<file path="src/rtl/fir_lpf_serial.sv">
// rtl/fir_lpf_serial.sv - 16-tap symmetric low-pass FIR, one shared multiplier, one MAC pass per s_clk edge.
// Define FIR_LPF_SAT_EN to clamp the output to DW bits and raise the sticky sat flag; otherwise it wraps.
module fir_lpf_serial #(
  parameter int TAPS = 16,
  parameter int DW   = 12,
  parameter int CW   = 16,
  parameter int AW   = DW + CW + 5
) (
  input  logic                 clk,
  input  logic                 rst,
  input  logic                 s_clk,
  input  logic signed [DW-1:0] din,
  output logic signed [DW-1:0] dout,
  output logic                 dout_valid,
  output logic                 busy,
  output logic                 ovr,
  output logic                 sat
);

  localparam int KW = $clog2(TAPS);
  localparam logic signed [AW-1:0] HALF = AW'(2 ** (CW - 2));

  typedef enum logic [1:0] {IDLE, MAC, ROUND} state_t;

  state_t                state_q, state_d;
  logic                  s_q;
  logic                  s_edge;
  logic signed [DW-1:0]  buf_q [TAPS];
  logic [KW-1:0]         wr_ptr_q, wr_ptr_d;
  logic [KW-1:0]         k_q, k_d;
  logic [KW-1:0]         rd_idx;
  logic signed [AW-1:0]  acc_q, acc_d;
  logic signed [AW-1:0]  rnd;
  logic signed [CW-1:0]  h_k;
  logic signed [DW-1:0]  dout_q, dout_d;
  logic                  valid_q, valid_d;
  logic                  ovr_q, ovr_d;

  // Only half the table is stored; the upper taps mirror the lower ones.
  function automatic logic signed [CW-1:0] coef(input logic [KW-1:0] k);
    logic [KW-1:0] m;
    m = (k < KW'(TAPS / 2)) ? k : KW'(TAPS - 1) - k;
    case (int'(m))
      0:       coef = CW'(-256);
      1:       coef = CW'(-512);
      2:       coef = CW'(0);
      3:       coef = CW'(1024);
      4:       coef = CW'(2304);
      5:       coef = CW'(3584);
      6:       coef = CW'(4608);
      7:       coef = CW'(5632);
      default: coef = '0;
    endcase
  endfunction

  assign s_edge = s_clk & ~s_q;
  assign h_k    = coef(k_q);
  assign rd_idx = (k_q > wr_ptr_q) ? wr_ptr_q + KW'(TAPS) - k_q : wr_ptr_q - k_q;
  assign rnd    = acc_q + HALF;

`ifdef FIR_LPF_SAT_EN
  localparam logic signed [AW-1:0] MAXV = AW'(2 ** (DW - 1) - 1);
  localparam logic signed [AW-1:0] MINV = AW'(-(2 ** (DW - 1)));
  logic signed [AW-1:0] r_full;
  logic                 sat_q, sat_d;
  assign r_full = rnd >>> (CW - 1);
  assign sat    = sat_q;
`else
  logic signed [DW-1:0] r_wrap;
  assign r_wrap = DW'(rnd >>> (CW - 1));
  assign sat    = 1'b0;
`endif

  always_comb begin
    state_d  = state_q;
    acc_d    = acc_q;
    k_d      = k_q;
    wr_ptr_d = wr_ptr_q;
    dout_d   = dout_q;
    valid_d  = 1'b0;
    ovr_d    = ovr_q | (s_edge & (state_q != IDLE));
`ifdef FIR_LPF_SAT_EN
    sat_d    = sat_q;
`endif
    case (state_q)
      IDLE: begin
        if (s_edge) begin
          acc_d   = '0;
          k_d     = '0;
          state_d = MAC;
        end
      end
      MAC: begin
        acc_d = acc_q + AW'(buf_q[rd_idx]) * AW'(h_k);
        if (k_q == KW'(TAPS - 1)) begin
          state_d  = ROUND;
          wr_ptr_d = (wr_ptr_q == KW'(TAPS - 1)) ? '0 : wr_ptr_q + KW'(1);
        end else begin
          k_d = k_q + KW'(1);
        end
      end
      ROUND: begin
`ifdef FIR_LPF_SAT_EN
        if (r_full > MAXV) begin
          dout_d = DW'(MAXV);
          sat_d  = 1'b1;
        end else if (r_full < MINV) begin
          dout_d = DW'(MINV);
          sat_d  = 1'b1;
        end else begin
          dout_d = DW'(r_full);
        end
`else
        dout_d = r_wrap;
`endif
        valid_d = 1'b1;
        state_d = IDLE;
      end
      default: state_d = IDLE;
    endcase
  end

  always_ff @(posedge clk or negedge rst) begin
    if (!rst) begin
      state_q  <= IDLE;
      s_q      <= 1'b0;
      acc_q    <= '0;
      k_q      <= '0;
      wr_ptr_q <= '0;
      dout_q   <= '0;
      valid_q  <= 1'b0;
      ovr_q    <= 1'b0;
`ifdef FIR_LPF_SAT_EN
      sat_q    <= 1'b0;
`endif
      for (int i = 0; i < TAPS; i++) buf_q[i] <= '0;
    end else begin
      state_q  <= state_d;
      s_q      <= s_clk;
      acc_q    <= acc_d;
      k_q      <= k_d;
      wr_ptr_q <= wr_ptr_d;
      dout_q   <= dout_d;
      valid_q  <= valid_d;
      ovr_q    <= ovr_d;
`ifdef FIR_LPF_SAT_EN
      sat_q    <= sat_d;
`endif
      if (state_q == IDLE && s_edge) buf_q[wr_ptr_q] <= din;
    end
  end

  assign dout       = dout_q;
  assign dout_valid = valid_q;
  assign busy       = (state_q != IDLE);
  assign ovr        = ovr_q;

endmodule

</file>
<file path="config.mk">
export PLATFORM = sky130hd
export DESIGN_NAME = fir_lpf_serial
export DESIGN_NICKNAME = d
export VERILOG_FILES = /design/src/rtl/fir_lpf_serial.sv
export SDC_FILE = /design/constraint.sdc
export NUM_CORES = 1
export LEC_CHECK = 0
export ABC_CLOCK_PERIOD_IN_PS = 21100
export CORE_MARGIN = 10
export CORE_UTILIZATION = 56
export DETAILED_ROUTE_END_ITERATION = 6
export PLACE_DENSITY_LB_ADDON = 0.05
export SLEW_MARGIN = 20
export SYNTH_ARGS = -nofsm -noshare
export SYNTH_HDL_FRONTEND = slang
export SYNTH_SLANG_ARGS = --single-unit
</file>
<file path="constraint.sdc">
create_clock -name clk -period 21.1 [get_ports clk]
set_input_delay 4.22 -clock clk [delete_from_list [all_inputs] [get_ports clk]]
set_output_delay 4.22 -clock clk [all_outputs]
set_load 0.05 [all_outputs]
</file>
# After elaboration in Yosys (flattened, before gate mapping)
# Memories as Yosys holds them, arrays and structs flattened.
# Index checks and enable logic that the tools add are counted.
[op_classes]
magnitude_cmp = 4
n_reduce_logical = 9
n_addsub = 6
n_bitwise = 6
n_mux = 18
n_eq_ne = 7
n_mul = 1
[op_table]
columns = ["operator", "count"]
rows = [
  ["$bwmux W192", 1],
  ["$pmux W33 S2", 1],
  ["$bmux W12 S4", 1],
  ["$demux W12 S4", 1],
  ["$mux W12", 3],
  ["$add A33 B28 Y33", 1],
  ["$mux W33", 1],
  ["$mul A12 B16 Y28", 1],
  ["$add A27 B16 Y27 const B", 1],
  ["$mux W16", 1],
  ["$mux W4", 4],
  ["$ge A5 B5 Y1 const B", 2],
  ["$not A4 Y5", 2],
  ["$add A4 B1 Y4 const B", 2],
  ["$eq A4 B4 Y1 const B", 2],
  ["$pmux W4 S2", 1],
  ["$ne A2 B2 Y1 const B", 3],
  ["$reduce_and A2 Y1", 3],
  ["$lt A5 B1 Y1 const B", 1],
  ["$lt A4 B4 Y1 const B", 1],
  ["$mux W2", 2],
  ["$pmux W2 S2", 1],
  ["$reduce_bool A2 Y1", 2],
  ["$sub A4 B4 Y4", 1],
  ["other kinds (10)", 12],
]
[word_totals]
ff_bits = 250
inputBits = 15
mem_count = 1
output_inout_bits = 16
romBits = 64
[mem_list]
columns = ["name", "depth", "word_bits", "rd", "rd_ports_with_merged_regs", "wr", "line_no", "rtl"]
rows = [
  ["(name not given)", 8, 8, 1, 0, 0, "43", "case (int'(m))"],
]

# Logic depth before layout (Yosys ltp)
[depth]
word_depth = 8
mapped_depth = 29
depth_no_buf = 27

# Worst setup path after synthesis
# OpenSTA, ideal clock, no wires.
[synth_path]
path_kind = "register to register"
startpoint = "reg wr_ptr_q[0]"
endpoint = "reg acc_q[24]"
path_stages_with_launch = 24
slack_ps = 13719
arrival_ps = 7241
path_cell_list = "dfrtp_1 > inv_1 > ha_1 > inv_1 > fa_1 > buf_2 > buf_2 > mux4_2 > mux2_2 > a21oi_2 > nor2b_1 > fa_1 > fa_1 > fa_1 > fa_1 > fa_1 > ha_1 > ha_1 > o211ai_1 > o21ai_0 > o21ai_0 > nand2b_1 > a311oi_1 > o32ai_1"
[synth_between]
elab_chain_len = 8
[synth_lines]
columns = ["item", "line_no", "rtl"]
rows = [
  ["start, declared", "29", "logic [KW-1:0] wr_ptr_q, wr_ptr_d;"],
  ["start signal, assigned", "142", "wr_ptr_q <= wr_ptr_d;"],
  ["$sub A4 B4 Y4", "58", "assign rd_idx = (k_q > wr_ptr_q) ? wr_ptr_q + KW'(TAPS) - k_q : wr_ptr_q - k_q;"],
  ["$not A4 Y5 (implied by the code)", "94", "acc_d = acc_q + AW'(buf_q[rd_idx]) * AW'(h_k);"],
  ["$bmux W12 S4", "94", ""],
  ["$mux W12 (implied by the code) (2 in series)", "94", ""],
  ["$mul A12 B16 Y28", "94", ""],
  ["$add A33 B28 Y33", "94", ""],
  ["$pmux W33 S2", "85", "case (state_q)"],
  ["end signal, assigned", "127", "acc_q <= '0;"],
  ["end signal, assigned", "140", "acc_q <= acc_d;"],
  ["end, declared", "32", "logic signed [AW-1:0] acc_q, acc_d;"],
]
# Every way passes these cells. The select of a mux whose other input is x is not followed.
# A chain may end at the register's enable or synchronous reset.

# Worst setup path in the final report
# Same ends and word-level chain as after synthesis.

==> impl_metrics.env <==
export IMPL_status="complete, no violations"
export IMPL_yosysWarnings=0
export IMPL_ys_seq_elements=236
export IMPL_clock_skew_ns=0.00761
export IMPL_crit_slowest_cell="fa_1"
export IMPL_worstHoldStart="dout[5]$_DFFE_PN0P_"
export IMPL_final_area_um2=16500
export IMPL_syn_area_um2=15100
export IMPL_grt_pass1_wl_mm=52.3
export IMPL_io_pins=31
export IMPL_fin_crit_ns=8.36
export IMPL_grt_pass1_vias=9492
export IMPL_root_buffer="clkbuf_16"
export IMPL_max_cap_violations=0
export IMPL_stdcell_count=1553
export IMPL_max_slew_margin_pct=25.2
export IMPL_worst_path_max_fanout=48
export IMPL_fp_dieArea_um2=33900
export IMPL_viasPerCell=5.68
export IMPL_dp_cells=1504
export IMPL_hold_viol=0
export IMPL_die_w_um=184
export IMPL_cts_buffers=27
export IMPL_critPathArrivalTime_ns=8.75
export IMPL_place_hpwl_mm=22.2
export IMPL_ant_nets=0
export IMPL_slew_violations=0
export IMPL_io_buffers=29
export IMPL_row_count=59
export IMPL_drtIter0Drc=379
export IMPL_netlist_top_cells_area="dfrtp_1 39%, mux2_2 15%, fa_1 14%"
export IMPL_synth_top_area_cell="dfrtp_1"
export IMPL_post_route_util_pct=62.8
export IMPL_dr_pass1_iters=4
export IMPL_final_common_cell="dfrtp_1"
export IMPL_synthFlopType="dfrtp_1"
export IMPL_cp_start_kind="register"
export IMPL_synthCells=1188
export IMPL_grt_max_degree=122
export IMPL_clk_path_buf_depth=3
export IMPL_mostFrequentLayoutCells="236 x dfrtp_1, 200 x mux2_2, 124 x inv_1"
export IMPL_cp_data_required_time_ns=21.49
export IMPL_cts_resized=0
export IMPL_slowest_delay_ns=1.12
export IMPL_synth_top_area_share_pct=39.2
export IMPL_synthArstFlopShare_pct=100
export IMPL_synthesis_nets=1378
export IMPL_post_route_drc_count=0
export IMPL_clk_pin_slew_ns=0.06
export IMPL_rsz0062_at_grt="no"
export IMPL_dpl_cell_area_um2=15600
export IMPL_h_tree_depth=1
export IMPL_wl_per_cell_um=20.5
export IMPL_core_area_um2=26300
export IMPL_synth_cell_types=53
export IMPL_cts_setup_buffers=0
export IMPL_grt_ovfl_total=0
export IMPL_finalSetupViolCount=0
export IMPL_initial_core_util_pct=57.3
export IMPL_nNetsFinal=1388
export IMPL_min_path_cells=2
export IMPL_r2r_setup_slack_ns=12.74
export IMPL_fin_crit_sh_pct=39.6
export IMPL_rr_endpoint="acc_q[24]$_DFFE_PN0P_"
export IMPL_clk_insertion_delay_late_ns=0.55
export IMPL_wl_mm=31.8
export IMPL_hold_path_class="register to register"
export IMPL_fp_dieH_um=184
export IMPL_path_cells="inv_1 > ha_4 > inv_1 > fa_2 > buf_4 > mux4_2 > mux2_2 > a21oi_2 > nor2b_1 > fa_1 > fa_1 > fa_1 > fa_1 > fa_1 > ha_1 > ha_1 > a211oi_1 > o21ai_0 > o21ai_0 > nand2b_1 > a311oi_1 > o32ai_1"
export IMPL_synth_edf_count=0
export IMPL_crit_type="register to register"
export IMPL_avgSynthCellArea_um2=12.7
export IMPL_cts_hold_buf=0
export IMPL_worstMarginPinSlew_ns=1.12
export IMPL_cts_tree="yes"
export IMPL_critPathCaptureType="register"
export IMPL_clock_sinks=236
export IMPL_grt_util_all_layers_pct=19.6
export IMPL_area_growth_pct=9.58
export IMPL_antenna_cells=0
export IMPL_fmax_ghz=0.120
export IMPL_cp_num_buf_inv=3
export IMPL_critical_path_top_delay_family="adder cells"
export IMPL_r2r_start="wr_ptr_q[0]$_DFFE_PN0P_"
export IMPL_fin_tns_setup_ns=0
export IMPL_drive_gt1_share_pct=26.6
export IMPL_whs_endpoint="dout[5]$_DFFE_PN0P_"
export IMPL_antenna_found_initial=0
export IMPL_ys_seq_area_share_pct=39.2
export IMPL_r2r_cells=22
export IMPL_critical_path_top_cell_by_count="fa_1"
export IMPL_place_congestion=0.824
export IMPL_via_count=8816
[per-layer routing]
| layer | up-vias | wire length [um] | share of wire (%) | track usage, % |
|---|---|---|---|---|
| li1 | 4054 | - | - | - |
| met2 | 129 | 16100 | 51 | 34.6 |
| met5 | - | 0 | 0 | 0 |
| met3 | 66 | 994 | 3.1 | 2.49 |
| met1 | 4567 | 13600 | 43 | 24.5 |
| met4 | 0 | 1130 | 3.6 | 6.52 |
[worst max path at each step]
stage / from / endpoint / slack (ns) / cells after the start
6_report: wr_ptr_q[0]$_DFFE_PN0P_ / acc_q[24]$_DFFE_PN0P_ / 12.74 / 22
5_1_grt: wr_ptr_q[0]$_DFFE_PN0P_ / acc_q[24]$_DFFE_PN0P_ / 12.26 / 21
4_1_cts: wr_ptr_q[0]$_DFFE_PN0P_ / acc_q[24]$_DFFE_PN0P_ / 12.68 / 22
3_5_place_dp: wr_ptr_q[0]$_DFFE_PN0P_ / acc_q[24]$_DFFE_PN0P_ / 12.69 / 22
3_3_place_gp: wr_ptr_q[0]$_DFFE_PN0P_ / acc_q[24]$_DFFE_PN0P_ / 12.83 / 22
2_1_floorplan: wr_ptr_q[0]$_DFFE_PN0P_ / acc_q[24]$_DFFE_PN0P_ / 13.72 / 23
[synth_stat cells, types with 21 or more instances]
master	instances
o21ai_0	27
fa_1	109
nand2_1	60
clkbuf_1	24
mux2_2	200
mux4_2	48
inv_1	124
nor2_1	49
xnor2_1	22
nand3_1	21
ha_1	66
dfrtp_1	236
[cell families (layout without fill, tap and decap cells)]
logic type / count (synthesis) / count (layout) / synth area share, %
compound gates: 92 / 92 / 3.90
xor+xnor: 41 / 41 / 2.43
flops: 236 / 236 / 39.2
fa+ha+maj: 175 / 175 / 20.0
simple gates: 187 / 187 / 5.85
buf+inv: 188 / 218 / 5.11
mux: 268 / 268 / 23.5
other cells: 1 / 1 / 0.0249
[registers in the layout (all words and copies together) (netlist names)]
| signal | flops |
|---|---|
| acc_q | 19 |
| ovr | 1 |
| k_q | 4 |
| dout_valid | 1 |
| state_q | 2 |
| wr_ptr_q | 4 |
| s_q | 1 |
| buf_q | 192 |
| dout | 12 |
[final cells by class]
class	instances	area [um2]
Sequential cell	236	5910
Fill cell	2087	9770
Timing Repair Buffer	41	393
Tap cell	335	419
Clock inverter	9	92.6
Multi-Input combinational cell	764	8420
Inverter	128	480
Clock buffer	40	795
[worst min-delay path: cells and delay by family (launching register included)]
family	cells	cell delay, ns
flops	1	0.34
compound gates	1	0.06
simple gates	1	0.04
[per-stage QoR]
step | hold WS, ns | setup WS, ns
global placement | 0.458 | 12.83
finish | 0.476 | 12.74
global route | 0.498 | 12.26
CTS | 0.484 | 12.68
detailed placement | 0.471 | 12.69
floorplan | 0.459 | 13.72
Power is not shown: default switching activity piles up to over one toggle a cycle in this logic, so the estimate is an artifact.
